### src/rtl/multisim_pull_arbiter.sv
// Round-robin arbiter that shares one pull-client word stream among N_REQ consumers,
// granting bursts of up to MAX_BURST words through a one-entry output register.
//
// state    | meaning
// ---------+---------------------------------------------------------------
// ST_IDLE  | no owner; arbitrate among req starting at ptr
// ST_GRANT | owner holds the channel; fetch words until burst ends or req drops
module multisim_pull_arbiter #(
    parameter int DATA_WIDTH = 64,
    parameter int N_REQ      = 4,
    parameter int MAX_BURST  = 4
) (
    input  logic                  clk,
    input  logic                  rst_n,
    input  logic                  up_vld,
    input  logic [DATA_WIDTH-1:0] up_data,
    output logic                  up_rdy,
    input  logic [N_REQ-1:0]      req,
    output logic [N_REQ-1:0]      gnt,
    output logic [N_REQ-1:0]      dn_vld,
    output logic [DATA_WIDTH-1:0] dn_data,
    input  logic [N_REQ-1:0]      dn_rdy
);

    localparam int IDX_W  = (N_REQ > 1) ? $clog2(N_REQ) : 1;
    localparam int BEAT_W = $clog2(MAX_BURST + 1);

    localparam logic [0:0] ST_IDLE  = 1'b0;
    localparam logic [0:0] ST_GRANT = 1'b1;

    logic [0:0]            state;
    logic [IDX_W-1:0]      owner;
    logic [IDX_W-1:0]      ptr;
    logic [BEAT_W-1:0]     beats;
    logic                  buf_vld;
    logic [DATA_WIDTH-1:0] buf_data;

    logic [N_REQ-1:0]      req_rot;
    logic                  pick_vld;
    logic [IDX_W-1:0]      pick_off;
    logic [IDX_W:0]        pick_sum;
    logic [IDX_W-1:0]      pick_idx;
    logic [IDX_W-1:0]      ptr_nxt;
    logic [N_REQ-1:0]      owner_oh;
    logic                  burst_done;
    logic                  accept;
    logic                  drain;
    logic                  rel;

    // Rotate so bit 0 corresponds to ptr; the lowest set bit is the next winner.
    always_comb begin
        req_rot  = N_REQ'({req, req} >> ptr);
        pick_vld = 1'b0;
        pick_off = '0;
        for (int i = N_REQ - 1; i >= 0; i--) begin
            if (req_rot[i]) begin
                pick_vld = 1'b1;
                pick_off = IDX_W'(i);
            end
        end
        pick_sum = {1'b0, ptr} + {1'b0, pick_off};
        if (pick_sum >= (IDX_W + 1)'(N_REQ)) begin
            pick_idx = IDX_W'(pick_sum - (IDX_W + 1)'(N_REQ));
        end else begin
            pick_idx = IDX_W'(pick_sum);
        end
        ptr_nxt = (pick_idx == IDX_W'(N_REQ - 1)) ? '0 : pick_idx + 1'b1;
    end

    always_comb begin
        owner_oh        = '0;
        owner_oh[owner] = 1'b1;
        burst_done      = (beats == BEAT_W'(MAX_BURST));
        up_rdy          = (state == ST_GRANT) && req[owner] && !burst_done &&
                          (!buf_vld || dn_rdy[owner]);
        accept          = up_vld && up_rdy;
        drain           = buf_vld && dn_rdy[owner];
        // Release only once nothing is left in flight for the owner.
        rel             = (state == ST_GRANT) && !accept && !(buf_vld && !drain) &&
                          (!req[owner] || burst_done);
        gnt             = (state == ST_GRANT) ? owner_oh : '0;
        dn_vld          = ((state == ST_GRANT) && buf_vld) ? owner_oh : '0;
        dn_data         = buf_data;
    end

    always_ff @(posedge clk or negedge rst_n) begin
        if (!rst_n) begin
            state    <= ST_IDLE;
            owner    <= '0;
            ptr      <= '0;
            beats    <= '0;
            buf_vld  <= 1'b0;
            buf_data <= '0;
        end else begin
            case (state)
                ST_IDLE: begin
                    if (pick_vld) begin
                        owner <= pick_idx;
                        beats <= '0;
                        ptr   <= ptr_nxt;
                        state <= ST_GRANT;
                    end
                end
                default: begin
                    if (accept) begin
                        buf_data <= up_data;
                        buf_vld  <= 1'b1;
                        beats    <= beats + 1'b1;
                    end else if (drain) begin
                        buf_vld <= 1'b0;
                    end
                    if (rel) begin
                        state <= ST_IDLE;
                    end
                end
            endcase
        end
    end

endmodule

### config.mk
export PLATFORM = sky130hd
export DESIGN_NAME = multisim_pull_arbiter
export DESIGN_NICKNAME = d
export VERILOG_FILES = /design/src/rtl/multisim_pull_arbiter.sv
export SDC_FILE = /design/constraint.sdc
export NUM_CORES = 1
export LEC_CHECK = 0
export CAP_MARGIN = 5
export CELL_PAD_IN_SITES_DETAIL_PLACEMENT = 1
export CELL_PAD_IN_SITES_GLOBAL_PLACEMENT = 2
export CORE_MARGIN = 3
export CORE_UTILIZATION = 23
export DETAILED_ROUTE_END_ITERATION = 12
export PLACE_DENSITY_LB_ADDON = 0.1
export SETUP_SLACK_MARGIN = 0.02
export SLEW_MARGIN = 5
export SYNTH_ARGS = -nofsm -noshare
export SYNTH_HDL_FRONTEND = slang
export SYNTH_SLANG_ARGS = --single-unit
### constraint.sdc
create_clock -name clk -period 4.4 [get_ports clk]
set_clock_uncertainty 0.15 [all_clocks]
set_input_delay 1.1 -clock clk [delete_from_list [all_inputs] [get_ports clk]]
set_output_delay 1.1 -clock clk [all_outputs]
set_load 0.02 [all_outputs]
After elaboration in Yosys (flattened, before gate mapping)

Cells that the tools add are included.

Register bits: 73
Logic and storage cells: 69

Reduce and logical (&&, ||, !) cells: 25
Eq/ne operators: 3
Bitwise operators: 1
Order comparisons: 3
$add $sub $neg: 4
Shifts and indexed selects: 1
Mux-type cells: 26

Operators by type and width:

| operator                                                           | number |
|---|---|
| two-way mux 1 bit                                                  | 12 |
| two-way mux 2 bit                                                  | 6 |
| logical AND 1 bit                                                  | 11 |
| two-way mux 3 bit                                                  | 3 |
| two-way mux 4 bit                                                  | 2 |
| AND reduction 2 bit                                                | 4 |
| >> shifter 8 x 2 -> 4 bit                                          | 1 |
| zero test 1 bit                                                    | 6 |
| binary-select mux 1 bit (select 2 bit)                             | 2 |
| nonzero test 2 bit                                                 | 2 |
| adder 2 x 2 -> 3 bit                                               | 1 |
| adder 3 x 1 -> 3 bit (second input constant)                       | 1 |
| == test 3 bit (second input constant)                              | 1 |
| greater-or-equal comparator 3 bit (second input constant)          | 1 |
| < comparator 2 x 3 -> 1 bit (second input constant)                | 1 |
| adder 2 x 1 -> 2 bit (second input constant)                       | 1 |
| demux 1 bit (select 2 bit)                                         | 1 |
| == test 2 bit (second input constant)                              | 1 |
| greater-or-equal comparator 2 x 1 -> 1 bit (second input constant) | 1 |
| logical OR 1 bit                                                   | 2 |
| != test 2 x 1 -> 1 bit (second input constant)                     | 1 |
| subtractor 2 x 1 -> 2 bit (second input constant)                  | 1 |
| NOT 1 bit                                                          | 1 |

Logic depth before layout (Yosys ltp)

Gate-level depths: netlist of run 1.

Depth after elaboration: 12
Mapped depth: 10
Mapped depth without buffers: 9

Worst setup path before layout of run 1

No wires, ideal clock.

Path kind: input port to output port
From: in req[2]
To: out up_rdy
Buffers on the path: 1
Slack: 1.224 ns
Arrival time: 1.926 ns
Cell stages on the path: 4
Cells stage by stage: clkbuf_2 mux4_2 nand2_1 nor2_1

Word-level cells in the longest chain between the ends: 5

Ends and longest elaborated chain:

| item                                    | RTL line | text |
|---|---|---|
| start: declaration                      | 18       | `input logic [N_REQ-1:0] req,` |
| binary-select mux 1 bit (select 2 bit)  | 74       | `up_rdy = (state == ST_GRANT) && req[owner] && !burst_done &&` |
| two-way mux 1 bit (not written as such) | 74       |  |
| logical AND 1 bit (3 in series)         | 74       |  |
| end: declaration                        | 17       | `output logic up_rdy,` |

Every way passes these cells. The select of a mux whose other input is x is not followed.

Final worst setup path of run 1

From: in req[0]
To: out up_rdy

The elaborated chain is that of the path after synthesis.

==> reports/metrics.yaml, run 1 <==
clock_network:
  path_clk_slew_ns: 0.06
  cts_tree: "done"
  cts_setup_buffers: 0
  cts_root_buf: "clkbuf_16"
  htree_levels: 3
  numCtsBuffers: 9
  worstSkewPairLatency_ns: 0.33
  numClockSinks: 73
  clock_path_buffers: 2
  ctsResizeCount: 0
  postCtsHoldBufs: 0
timing:
  rsz0062_at_grt: "false"
  layout_setup_ws_ns: 0.282
  fin_crit_sh: 0.936
  slew-limit-headroom: 0.366
  timing_hold_violations_final: 0
  fin_setup_tns_ns: 0
  worstMarginPinSlew_ns: 0.951
  maxSlewViolCount: 0
  period_minus_slack_ns: 4.12
  max_freq_mhz: 243
  finalSetupViolCount: 0
routing:
  drt-initial-drc-count: 49
  route.detailed.drc: 0
  postRouteAntennaNets: 0
  wl_per_cell_um: 15.2
  via_per_inst: 4.28
  first_pass_iters: 2
  totalWireLength_um: 8460
  num_vias: 2377
global_routing:
  grt_pass1_vias: 2558
  grt_pass1_wl_um: 13000
  grt_util_all_layers: 0.113
  grt_overflow: 0
  grt_max_degree: 74
  antenna_found_initial: 0
power_and_ir_drop:
  combPwrFrac: 0.485
  power.density_nw_per_um2: 778
  leakage_nw: 2.10
  power_switching_mw: 1.39
  clockPowerShare: 0.203
  irDropWorstVdd_uv: 255
  seqPwrFrac: 0.312
  swShare: 0.349
  internal-power_mw: 2.59
die:
  rows: 42
  die_x_um: 123
  ioPinCount: 148
  dieArea_um2: 15200
  core_area_um2: 13300
  start_util: 0.237
  die_y_um: 123
critical_path:
  startpoint_type: "input port"
  reg2regPathDepth: 4
  arrival_ns: 2.87
  worstSetupPathType: "in -> out"
  critPathRequiredTime_ns: 3.15
  worstReg2RegEnd: "dn_data[54]"
  r2r-start: "owner[0]"
  worst_setup_path_end_kind: "primary output"
  r2r_slack_ns: 1.70
  worstPathMaxFanout: 7
hold_path:
  hold_start: "dn_data[8]"
  min_delay_worst_endpoint: "dn_data[8]"
  hold_class: "reg -> reg"
  worstHoldPathCells: 1
cells_and_area:
  drive_above_1_share: 0.211
  final_nets: 452
  stdcell_area_um2: 5100
  finalNonFillerCells: 555
  diodes: 0
  syn_to_final_growth_pct: 61.5
flow_run:
  drv_cap: 0
synthesis:
  ys_ff_latch: 73
  synth-edff-count: 0
  synth_ff_type: "dfrtp_1"
  yosys.area.top_type: "dfrtp_1"
  ys_seq_area_frac: 0.578
  synthTopCellsByCount: "dfrtp_1, mux2_2, nand2_1"
  syn_inst: 226
  synth_adder_area_share: 0.0119
  avgSynthCellArea_um2: 14.0
  synthTopCellsByArea: "dfrtp_1, mux2_2, buf_6"
  synth_top_cell_area_share: 0.578
  syn-cell-area_um2: 3160
  synthSimpleGateAreaFrac: 0.0689
  synthMuxAreaShare: 0.245
  synth.most_common_cell: "dfrtp_1"
  ys_types: 36
  synth_top_family_by_area: "multiplexers"
  synth_compound_area_frac: 0.0435
  async_flop_share: 1.00
  synthXorXnorAreaFrac: 0.0111
  synth_nets: 304
  ys_warn_count: 0
placement:
  dp_hpwl_um: 5950
  portBuffers: 147
  gp_congestion: 0.672
  dp_slack_ns: 0.263
  placed_cell_area_um2: 4780
  dp_cells: 539
run_status:
  status: "finished, final reports clean"
==> how the worst max path moves through the flow <==
| stage | startpoint | end | slack (ns) | cells past startpoint |
|---|---|---|---|---|
| global placement | req[0] | up_rdy | 0.28 | 5 |
| finish | req[0] | up_rdy | 0.28 | 5 |
| detailed placement | req[0] | up_rdy | 0.26 | 5 |
| global route | req[0] | up_rdy | 0.22 | 5 |
| floorplan | req[2] | up_rdy | 1.22 | 4 |
| CTS | req[0] | up_rdy | 0.26 | 5 |
==> worst max-delay path, stage by stage <==
cell and delay [ns]:
clkdlybuf4s50_1 0.51, mux4_2 0.56, nand2_1 0.11, nor2_1 0.05
clkdlybuf4s50_1 0.53
==> placed cells by master (no fill, tap or decap), types with 2 or more instances in the layout <==
cell	synthesis	layout
nand2b_1	2	2
nor3b_1	5	5
clkbuf_1	3	3
xor2_1	2	2
mux2_1	5	5
mux2_2	59	59
bufinv_16	0	2
and3b_1	2	2
nand2_1	14	14
buf_4	1	4
nor3_1	2	2
o21ai_0	8	8
nand3_1	5	5
clkbuf_8	0	2
o221ai_1	2	2
clkdlybuf4s50_1	0	146
ha_1	3	3
clkbuf_16	0	9
nor2b_1	3	3
xnor2_1	2	2
mux4_2	2	2
nor2_1	5	5
inv_1	5	5
dfrtp_1	73	73
==> cell families (layout without fill, tap and decap cells) <==
| family | Yosys count | count (layout) |
|---|---|---|
| AOI/OAI and AO/OA | 19 | 19 |
| xor gates and xnor gates | 4 | 4 |
| adders and majority gates | 3 | 3 |
| buffers and inverters | 19 | 172 |
| DFF | 73 | 73 |
| muxes | 67 | 67 |
| and+or+nand+nor | 41 | 41 |
==> flip-flops by register name (all words and copies together) (netlist names) <==
name     count
beats        3
buf_vld      1
dn_data     64
owner        2
ptr          2
state        1
==> metal layers <==
metal / GRT usage / vias to the layer above / wire length (um)
li1: - / 1084 / -
met1: 0.123 / 1196 / 3230
met2: 0.183 / 82 / 4200
met3: 0.0572 / 15 / 860
met4: 0.0519 / 0 / 164
met5: 0 / - / 0
==> power groups by stage <==
stage	sequential, mW	combinational (mW)	clock, mW
floorplan	1.56	0.770	0
finish	1.24	1.93	0.807
global placement	1.24	1.95	0
detailed placement	1.25	1.96	0
global route	1.30	2.07	0.872
CTS	1.25	1.97	0.840
==> final cells by class <==
class	instances	area [um^2]
Clock buffer	14	264
Clock inverter	2	60.1
Fill cell	1454	8240
Inverter	5	18.8
Multi-Input combinational cell	134	1200
Sequential cell	73	1830
Tap cell	176	220
Timing Repair Buffer	151	1510
==> stage by stage <==
| stage | power, mW | hold WS, ns | util |
|---|---|---|---|
| global route | 4.24 | 0.362 | 0.382 |
| finish | 3.97 | 0.340 | 0.382 |
| global placement | 3.19 | 0.326 | 0.358 |
| floorplan | 2.33 | 0.314 | - |
| detailed placement | 3.22 | 0.335 | 0.358 |
| CTS | 4.06 | 0.348 | 0.382 |
No activity file was read; power rests on OpenSTA's default activity.
==> inputs of run 2 (changes only) <==
CAP_MARGIN = default   (was 5)
==> results of run 2 <==
Same layout as run 1: the final DEF is identical, and so are final timing and power.
